$ cat src/rtl/tug_input_cond_pkg.sv
// Shared tug-of-war game definitions: arbitration states and timing defaults.
package tug_input_cond_pkg;

  // Arbitration FSM states.
  typedef enum logic [0:0] {
    StReady,
    StLocked
  } arb_state_e;

  // Default number of consecutive slow ticks a changed button level must hold.
  localparam int unsigned DefDebounceTicks = 4;
  // Default number of slow ticks both channels stay locked after an event.
  localparam int unsigned DefLockTicks     = 2;
  // Period of the upstream slow enable strobe, in clk cycles.
  localparam int unsigned SlowTickPeriod   = 64;

endpackage

$ cat src/rtl/tug_debounce_chan.sv
// One button channel: 2-FF synchroniser plus slow-tick debounce with a rise strobe.
module tug_debounce_chan
  import tug_input_cond_pkg::*;
#(
  parameter int unsigned DEBOUNCE_TICKS = DefDebounceTicks
) (
  input  logic clk,
  input  logic rst,
  input  logic slow_en_i,
  input  logic btn_i,
  output logic st_o,
  output logic rise_o
);

  localparam int unsigned     CntW   = $clog2(DEBOUNCE_TICKS);
  localparam logic [CntW-1:0] CntMax = CntW'(DEBOUNCE_TICKS - 1);

  logic [1:0]      sync_q;
  logic            sync;
  logic            st_q, st_d;
  logic [CntW-1:0] cnt_q, cnt_d;

  assign sync = sync_q[1];
  assign st_o = st_q;

  // Synchronise the asynchronous button every clk, independent of the slow tick.
  always_ff @(posedge clk or posedge rst) begin
    if (rst) begin
      sync_q <= '0;
    end else begin
      sync_q <= {sync_q[0], btn_i};
    end
  end

  // A differing level must persist for DEBOUNCE_TICKS consecutive ticks to be adopted;
  // rise_o flags the tick on which the stable level goes high.
  always_comb begin
    st_d   = st_q;
    cnt_d  = cnt_q;
    rise_o = 1'b0;
    if (slow_en_i) begin
      if (sync == st_q) begin
        cnt_d = '0;
      end else if (cnt_q == CntMax) begin
        st_d   = sync;
        cnt_d  = '0;
        rise_o = sync;
      end else begin
        cnt_d = cnt_q + 1'b1;
      end
    end
  end

  // Debounce state register.
  always_ff @(posedge clk or posedge rst) begin
    if (rst) begin
      st_q  <= 1'b0;
      cnt_q <= '0;
    end else begin
      st_q  <= st_d;
      cnt_q <= cnt_d;
    end
  end

endmodule

$ cat src/rtl/tug_input_cond.sv
// Player button conditioner: two debounced channels, press arbitration with tie
// detection and a post-event lockout, all outputs registered.
module tug_input_cond
  import tug_input_cond_pkg::*;
#(
  parameter int unsigned DEBOUNCE_TICKS = DefDebounceTicks,
  parameter int unsigned LOCK_TICKS     = DefLockTicks
) (
  input  logic clk,
  input  logic rst,
  input  logic slow_en_i,
  input  logic game_active_i,
  input  logic btn_l_i,
  input  logic btn_r_i,
  output logic pls_l_o,
  output logic pls_r_o,
  output logic tie_o,
  output logic locked_o
);

  localparam int unsigned      LockW   = (LOCK_TICKS > 1) ? $clog2(LOCK_TICKS) : 1;
  localparam logic [LockW-1:0] LockMax = LockW'(LOCK_TICKS - 1);

  logic             st_l, st_r;
  logic             rise_l, rise_r;
  logic             evt_any, accept;
  arb_state_e       state_q, state_d;
  logic [LockW-1:0] lock_cnt_q, lock_cnt_d;
  logic             pls_l_q, pls_l_d;
  logic             pls_r_q, pls_r_d;
  logic             tie_q, tie_d;
  logic             locked_q, locked_d;

  tug_debounce_chan #(
    .DEBOUNCE_TICKS(DEBOUNCE_TICKS)
  ) u_chan_l (
    .clk      (clk),
    .rst      (rst),
    .slow_en_i(slow_en_i),
    .btn_i    (btn_l_i),
    .st_o     (st_l),
    .rise_o   (rise_l)
  );

  tug_debounce_chan #(
    .DEBOUNCE_TICKS(DEBOUNCE_TICKS)
  ) u_chan_r (
    .clk      (clk),
    .rst      (rst),
    .slow_en_i(slow_en_i),
    .btn_i    (btn_r_i),
    .st_o     (st_r),
    .rise_o   (rise_r)
  );

  // Rise strobes are already qualified by slow_en.
  assign evt_any = rise_l | rise_r;

  // The lock-expiry tick is judged as READY, so a press completing on it is taken.
  assign accept = slow_en_i & game_active_i &
                  ((state_q == StReady) | (lock_cnt_q == '0));

  // State, lock counter and output registers; reset clears everything at once.
  always_ff @(posedge clk or posedge rst) begin
    if (rst) begin
      state_q    <= StReady;
      lock_cnt_q <= '0;
      pls_l_q    <= 1'b0;
      pls_r_q    <= 1'b0;
      tie_q      <= 1'b0;
      locked_q   <= 1'b0;
    end else begin
      state_q    <= state_d;
      lock_cnt_q <= lock_cnt_d;
      pls_l_q    <= pls_l_d;
      pls_r_q    <= pls_r_d;
      tie_q      <= tie_d;
      locked_q   <= locked_d;
    end
  end

  // Next-state: advance only on the slow tick; an inactive game forces READY.
  always_comb begin
    state_d    = state_q;
    lock_cnt_d = lock_cnt_q;
    if (slow_en_i) begin
      if (!game_active_i) begin
        state_d    = StReady;
        lock_cnt_d = '0;
      end else begin
        unique case (state_q)
          StReady: begin
            if (evt_any) begin
              state_d    = StLocked;
              lock_cnt_d = LockMax;
            end
          end
          StLocked: begin
            if (lock_cnt_q == '0) begin
              if (evt_any) begin
                state_d    = StLocked;
                lock_cnt_d = LockMax;
              end else begin
                state_d = StReady;
              end
            end else begin
              lock_cnt_d = lock_cnt_q - 1'b1;
            end
          end
        endcase
      end
    end
  end

  // Outputs: single-channel events pulse their channel, simultaneous events pulse tie only.
  always_comb begin
    pls_l_d  = accept & rise_l & ~rise_r;
    pls_r_d  = accept & rise_r & ~rise_l;
    tie_d    = accept & rise_l & rise_r;
    locked_d = (state_d == StLocked);
  end

  assign pls_l_o  = pls_l_q;
  assign pls_r_o  = pls_r_q;
  assign tie_o    = tie_q;
  assign locked_o = locked_q;

  // A rise strobe always leaves the stable level high on the following cycle.
  a_rise_l_st : assert property (@(posedge clk) disable iff (rst) rise_l |=> st_l);
  a_rise_r_st : assert property (@(posedge clk) disable iff (rst) rise_r |=> st_r);

endmodule
$ cat config.mk
export PLATFORM = sky130hd
export DESIGN_NAME = tug_input_cond
export DESIGN_NICKNAME = d
export VERILOG_FILES = /design/src/rtl/tug_input_cond_pkg.sv /design/src/rtl/tug_debounce_chan.sv /design/src/rtl/tug_input_cond.sv
export SDC_FILE = /design/constraint.sdc
export NUM_CORES = 1
export LEC_CHECK = 0
export BUFFER_PORTS_ARGS = -buffer_cell sky130_fd_sc_hd__buf_2
export CORE_UTILIZATION = 45
export DETAILED_ROUTE_END_ITERATION = 10
export PLACE_DENSITY_LB_ADDON = 0.15
export SLEW_MARGIN = 5
export SYNTH_ARGS = -nofsm -noshare
export SYNTH_HDL_FRONTEND = slang
export SYNTH_HIERARCHICAL = 1
export SYNTH_SLANG_ARGS = --single-unit
$ cat constraint.sdc
create_clock -name clk -period 1.8 [get_ports clk]
set_input_delay 0.09 -clock clk [delete_from_list [all_inputs] [get_ports clk]]
set_output_delay 0.09 -clock clk [all_outputs]
set_load 0.02 [all_outputs]
# [Yosys cells after proc, flatten, opt, wreduce, memory -nomap -nowiden]
# Cells that the tools add are included.
[word_totals] output_inout_bits=4 regBits=15
[op_classes] bitwise=15 addsub=3 n_reduce_logical=3 muxes=18 n_eq_ne=5
[op_table] operator="two-way mux 1 bit" count=12
[op_table] operator="two-way mux 2 bit" count=4
[op_table] operator="bitwise AND 1 bit" count=7
[op_table] operator="inverter 1 bit" count=6
[op_table] operator="AND reduction 3 bit" count=2
[op_table] operator="adder 2 x 1 -> 2 bit (second input constant)" count=2
[op_table] operator="== test 2 bit (second input constant)" count=2
[op_table] operator="one-hot mux 1 bit (2 select lines)" count=2
[op_table] operator="inequality test 3 bit (second input constant)" count=1
[op_table] operator="== test 1 bit" count=2
[op_table] operator="OR 1 bit" count=2
[op_table] operator="AND reduction 2 bit" count=1
[op_table] operator="subtractor 1 bit (second input constant)" count=1

# [Logic depth before layout (Yosys ltp)]
[depth] word_depth=9 ltp_mapped=6

# [By module]
# The synthesis kept the hierarchy.
[by_module_without_submodules] mod="tug_debounce_chan" instances=2 cells_per_inst=17 area_per_inst_um2=205.2 seq_area_each_um2=125.1
[by_module_without_submodules] mod="tug_input_cond" instances=1 cells_per_inst=20 area_per_inst_um2=216.5 seq_area_each_um2=125.1

# [Worst setup path after synthesis]
# Ideal clock, no wire load.
[synth_path] path_kind="register to register" from="register u_chan_r.cnt_q[0]" to="register lock_cnt_q" path_slack_ps=492 period_less_slack_ps=1308 t_arrival_ps=1244 setup_time_ps=64 n_path_buf=0 path_stages_with_launch=7 path_cell_list="dfrtp_1 > ha_1 > nand2_1 > nor3b_1 > nor2_1 > nor3_2 > a21o_1"
[synth_between] elab_chain_cells=9 word_cells_on_any_way=11 cone_classes="eq/ne: 2; mux: 7; bitwise: 1; reduce/logical: 1"
[synth_rtl] item="start, declared" line="tug_debounce_chan.sv:21" source="logic [CntW-1:0] cnt_q, cnt_d;"
[synth_rtl] item="start signal, assigned" line="tug_debounce_chan.sv:61" source="cnt_q <= cnt_d;"
[synth_rtl] item="== test 2 bit (*)" line="tug_debounce_chan.sv:44" source="end else if (cnt_q == CntMax) begin"
[synth_rtl] item="two-way mux 1 bit (*)" line="tug_debounce_chan.sv:44"
[synth_rtl] item="two-way mux 1 bit (*)" line="tug_debounce_chan.sv:42" source="if (sync == st_q) begin"
[synth_rtl] item="two-way mux 1 bit (*)" line="tug_debounce_chan.sv:41" source="if (slow_en_i) begin"
[synth_rtl] item="named net rise_r" line="tug_input_cond.sv:25" source="logic rise_l, rise_r;"
[synth_rtl] item="OR 1 bit (*)" line="tug_input_cond.sv:57" source="assign evt_any = rise_l | rise_r;"
[synth_rtl] item="two-way mux 1 bit" line="tug_input_cond.sv:100" source="if (evt_any) begin"
[synth_rtl] item="two-way mux 1 bit" line="tug_input_cond.sv:99" source="if (lock_cnt_q == '0) begin"
[synth_rtl] item="one-hot mux 1 bit (2 select lines)" line="tug_input_cond.sv:91" source="unique case (state_q)"
[synth_rtl] item="two-way mux 1 bit" line="tug_input_cond.sv:87" source="if (!game_active_i) begin"
[synth_rtl] item="end signal, assigned" line="tug_input_cond.sv:74" source="lock_cnt_q <= lock_cnt_d;"
[synth_rtl] item="end, declared" line="tug_input_cond.sv:28" source="logic [LockW-1:0] lock_cnt_q, lock_cnt_d;"
# Mark *: on every way through the listed nets, which the timed path passes. The rest lies on a longest branch.
# A chain may end at the register's enable or synchronous reset.

# [Worst setup path in the final report]
# Ends and elaborated chain as after synthesis.

==> metrics.md <==
| Metric | Value |
|---|---|
| Status | completed |
| DR vias | 421 |
| Final period util | 81.3% |
| Max-cap violations | 0 |
| CP Buf/Inv Count | 0 |
| Global route total overflow | 0 |
| Gpl congestion | 0.672 |
| Crit-path cells | ha_1 -> nand2_1 -> nor3b_1 -> nor2_1 -> nor3_2 -> a21o_1 |
| CP max stage delay | 390 ps |
| Drt pass-1 iters | 4 |
| Ports | 10 |
| Power per cell area | 1130 nW/um^2 |
| Syn Area/Cell | 11.6 um^2 |
| Core Footprint | 1300 um^2 |
| Area occupied by multi-input gates | 218 um^2 |
| TritonCTS clock tree | yes |
| Drt total wl | 957 um |
| Worst setup SP type | flop |
| Worst Clk Skew | 5.95 ps |
| WP data required | 2020 ps |
| Port-buffer cells | 9 |
| Sink Count | 15 |
| Worst path slowest cell | nor3b_1 |
| Area grow syn2layout | 19.2% |
| Final-layout fill cell count | 120 |
| Register area | 375 um^2 |
| Residual DRC | 0 |
| Rel. slew slack | 73.5% |
| Final setup fails | 0 |
| Largest net degree at the start of global routing | 15 |
| Initial DRC Count | 4 |
| Setup CP Type | reg -> reg |
| Worst slew pin tran | 397 ps |
| Reg2reg setup slack | 340 ps |
| Crit end category | flop |
| Vias in the first global route | 358 |
| Via/cell ratio | 4.95 |
| Fin Setup TNS | 0 ps |
| Share of cells above drive strength 1 | 25.7% |
| Fin nets | 79 |
| Max Slew Vio Count | 0 |
| Die Width | 39.3 um |
| Fin. Hold Viols | 0 |
| Synthesized area | 627 um^2 |
| Most frequent cells in the layout | 15 x dfrtp_1, 9 x buf_2, 8 x inv_1, 5 x nand2_1, 4 x o22ai_1 |
| CTS Root Cell | clkbuf_4 |
| Syn Inst Count | 54 |
| Layout Cells excl Fill | 85 |
| Unique cell type count in the Yosys netlist | 19 |
| RSZ-0062 raised after global routing | false |
| P_leak | 0.374 nW |
| Synth Warn # | 6 |
| Layout Utilization | 57.4% |
| Crit path arrival time | 1680 ps |
| Post-layout min period | 1460 ps |
| Post-DP HPWL | 721 um |
| Post-synthesis sequential area ratio | 59.9% |
| Die Ht | 39.3 um |
| Worst vdd ir | 0.572 mV |
| Rows | 13 |
| Global-route wire length before repair | 1.54 mm |
| Worst-Skew Late Latency | 270 ps |
| CP max FO | 3 |
| Register bit total from synthesis | 15 |
| Initial antenna violation count | 0 |
| DRT antenna net count | 0 |
| Maximum clock rate | 684 MHz |
| CTS buffer count | 3 |
| Die area | 1550 um^2 |
| Crit path max-delay family | simple AND/OR/NAND/NOR gates |
| Clock Path Buffers | 2 |
| HP Class | in -> reg |
| H-tree Lvls | 1 |
| Routed WL per cell | 11.3 um |
| CTS clock-pin slew for the worst setup and hold paths | 80 ps |
| Most common cell after layout, fill and taps aside | dfrtp_1 |
| Post-Place Cells | 78 |
| GRT Util Overall | 16.3% |
| # diodes | 0 |
| Post-CTS setup buffers | 0 |
| Syn nets | 62 |
| Starting Density | 48.2% |
power by group:
group          internal (mW)  total [mW]  switching [mW]
Sequential             0.412       0.462          0.0505
Clock                 0.0858       0.182          0.0967
Combinational          0.107       0.201          0.0938
Total                  0.604       0.845           0.241
worst min-delay path, stage by stage:
cell and delay (ps):
buf_2 120, nand2_2 90, nor4b_2 50
cell type report:
class,count,area share (%)
timing repair buffer,12,10.1
inverter,9,4.52
multi-input combinational,30,29.1
sequential,15,50.3
clock buffer,4,3.52
tap,15,2.51
metrics by stage:
step / instance area [um^2] / hold WS (ps) / worst slack [ps] / power [mW]
6_report: 747 / 104 / 337 / 0.845
4_1_cts: 747 / 93.5 / 318 / 0.862
2_1_floorplan: 627 / -131 / 492 / 0.619
3_3_place_gp: 691 / 12.4 / 381 / 0.658
5_1_grt: 747 / 92.1 / 197 / 0.922
3_5_place_dp: 691 / 15.9 / 338 / 0.671
path summary, 6_finish.rpt:
| check | startpoint | endpoint | depth (start not counted) |
|---|---|---|---|
| worst max-delay path | u_chan_r/cnt_q[0] | lock_cnt_q | 6 |
| worst min-delay path | game_active_i | pls_r_o | 3 |
| worst max register to register | u_chan_r/cnt_q[0] | lock_cnt_q | 6 |
| worst min register to register | u_chan_l/sync_q[0] | u_chan_l/sync_q[1] | 0 |
| max in group asynchronous | rst | tie_o | 3 |
| min in group asynchronous | rst | u_chan_r/cnt_q[0] | 3 |
registers in the layout, indices dropped and copies added, names as in the netlist:
| name | cells |
|---|---|
| u_chan_l/cnt_q | 2 |
| u_chan_l/sync_q | 2 |
| u_chan_r/cnt_q | 2 |
| u_chan_r/sync_q | 2 |
| lock_cnt_q | 1 |
| locked_o | 1 |
| pls_l_o | 1 |
| pls_r_o | 1 |
| tie_o | 1 |
| u_chan_l/st_o | 1 |
| u_chan_r/st_o | 1 |
routing by layer:
| layer | up-vias | global-route usage [%] | part of all wire, % |
|---|---|---|---|
| met5 | - | 0 | 0 |
| li1 | 214 | - | - |
| met4 | 0 | 12.9 | 1.3 |
| met2 | 6 | 25.0 | 49 |
| met1 | 199 | 18.4 | 47 |
| met3 | 2 | 5.11 | 2.4 |
kinds of logic after synthesis:
group | Yosys count | synth area share (%)
buffers and inverters | 9 | 5.39
adders and majority gates | 2 | 3.99
xor gates and xnor gates | 2 | 2.79
DFF | 15 | 59.9
muxes | 2 | 3.59
and+or+nand+nor | 17 | 17.0
AOI/OAI and AO/OA | 7 | 7.38
cell usage after synthesis, drive strengths merged:
master | n | area [um^2]
dfrtp | 15 | 375
inv | 9 | 33.8
nand2 | 6 | 25.0
o22ai | 4 | 25.0
nor2 | 3 | 11.3
ha | 2 | 25.0
mux2 | 2 | 22.5
nor3b | 2 | 15.0
or3b | 2 | 17.5
xnor2 | 2 | 17.5
a21o | 1 | 7.51
nand2b | 1 | 6.26
nand4 | 1 | 6.26
nor3 | 1 | 10.0
nor4b | 1 | 15.0
o21ai | 1 | 5.00
o221ai | 1 | 8.76
repair_timing:
| action | in CTS | in global routing |
|---|---|---|
| hold endpoints to repair | 17 | 0 |
| gates resized for setup | 0 | 0 |
| endpoints found under the setup margin | 0 | 0 |
| hold buffers | 3 | 0 |
Note: power is estimated with default switching activity, not from simulation.
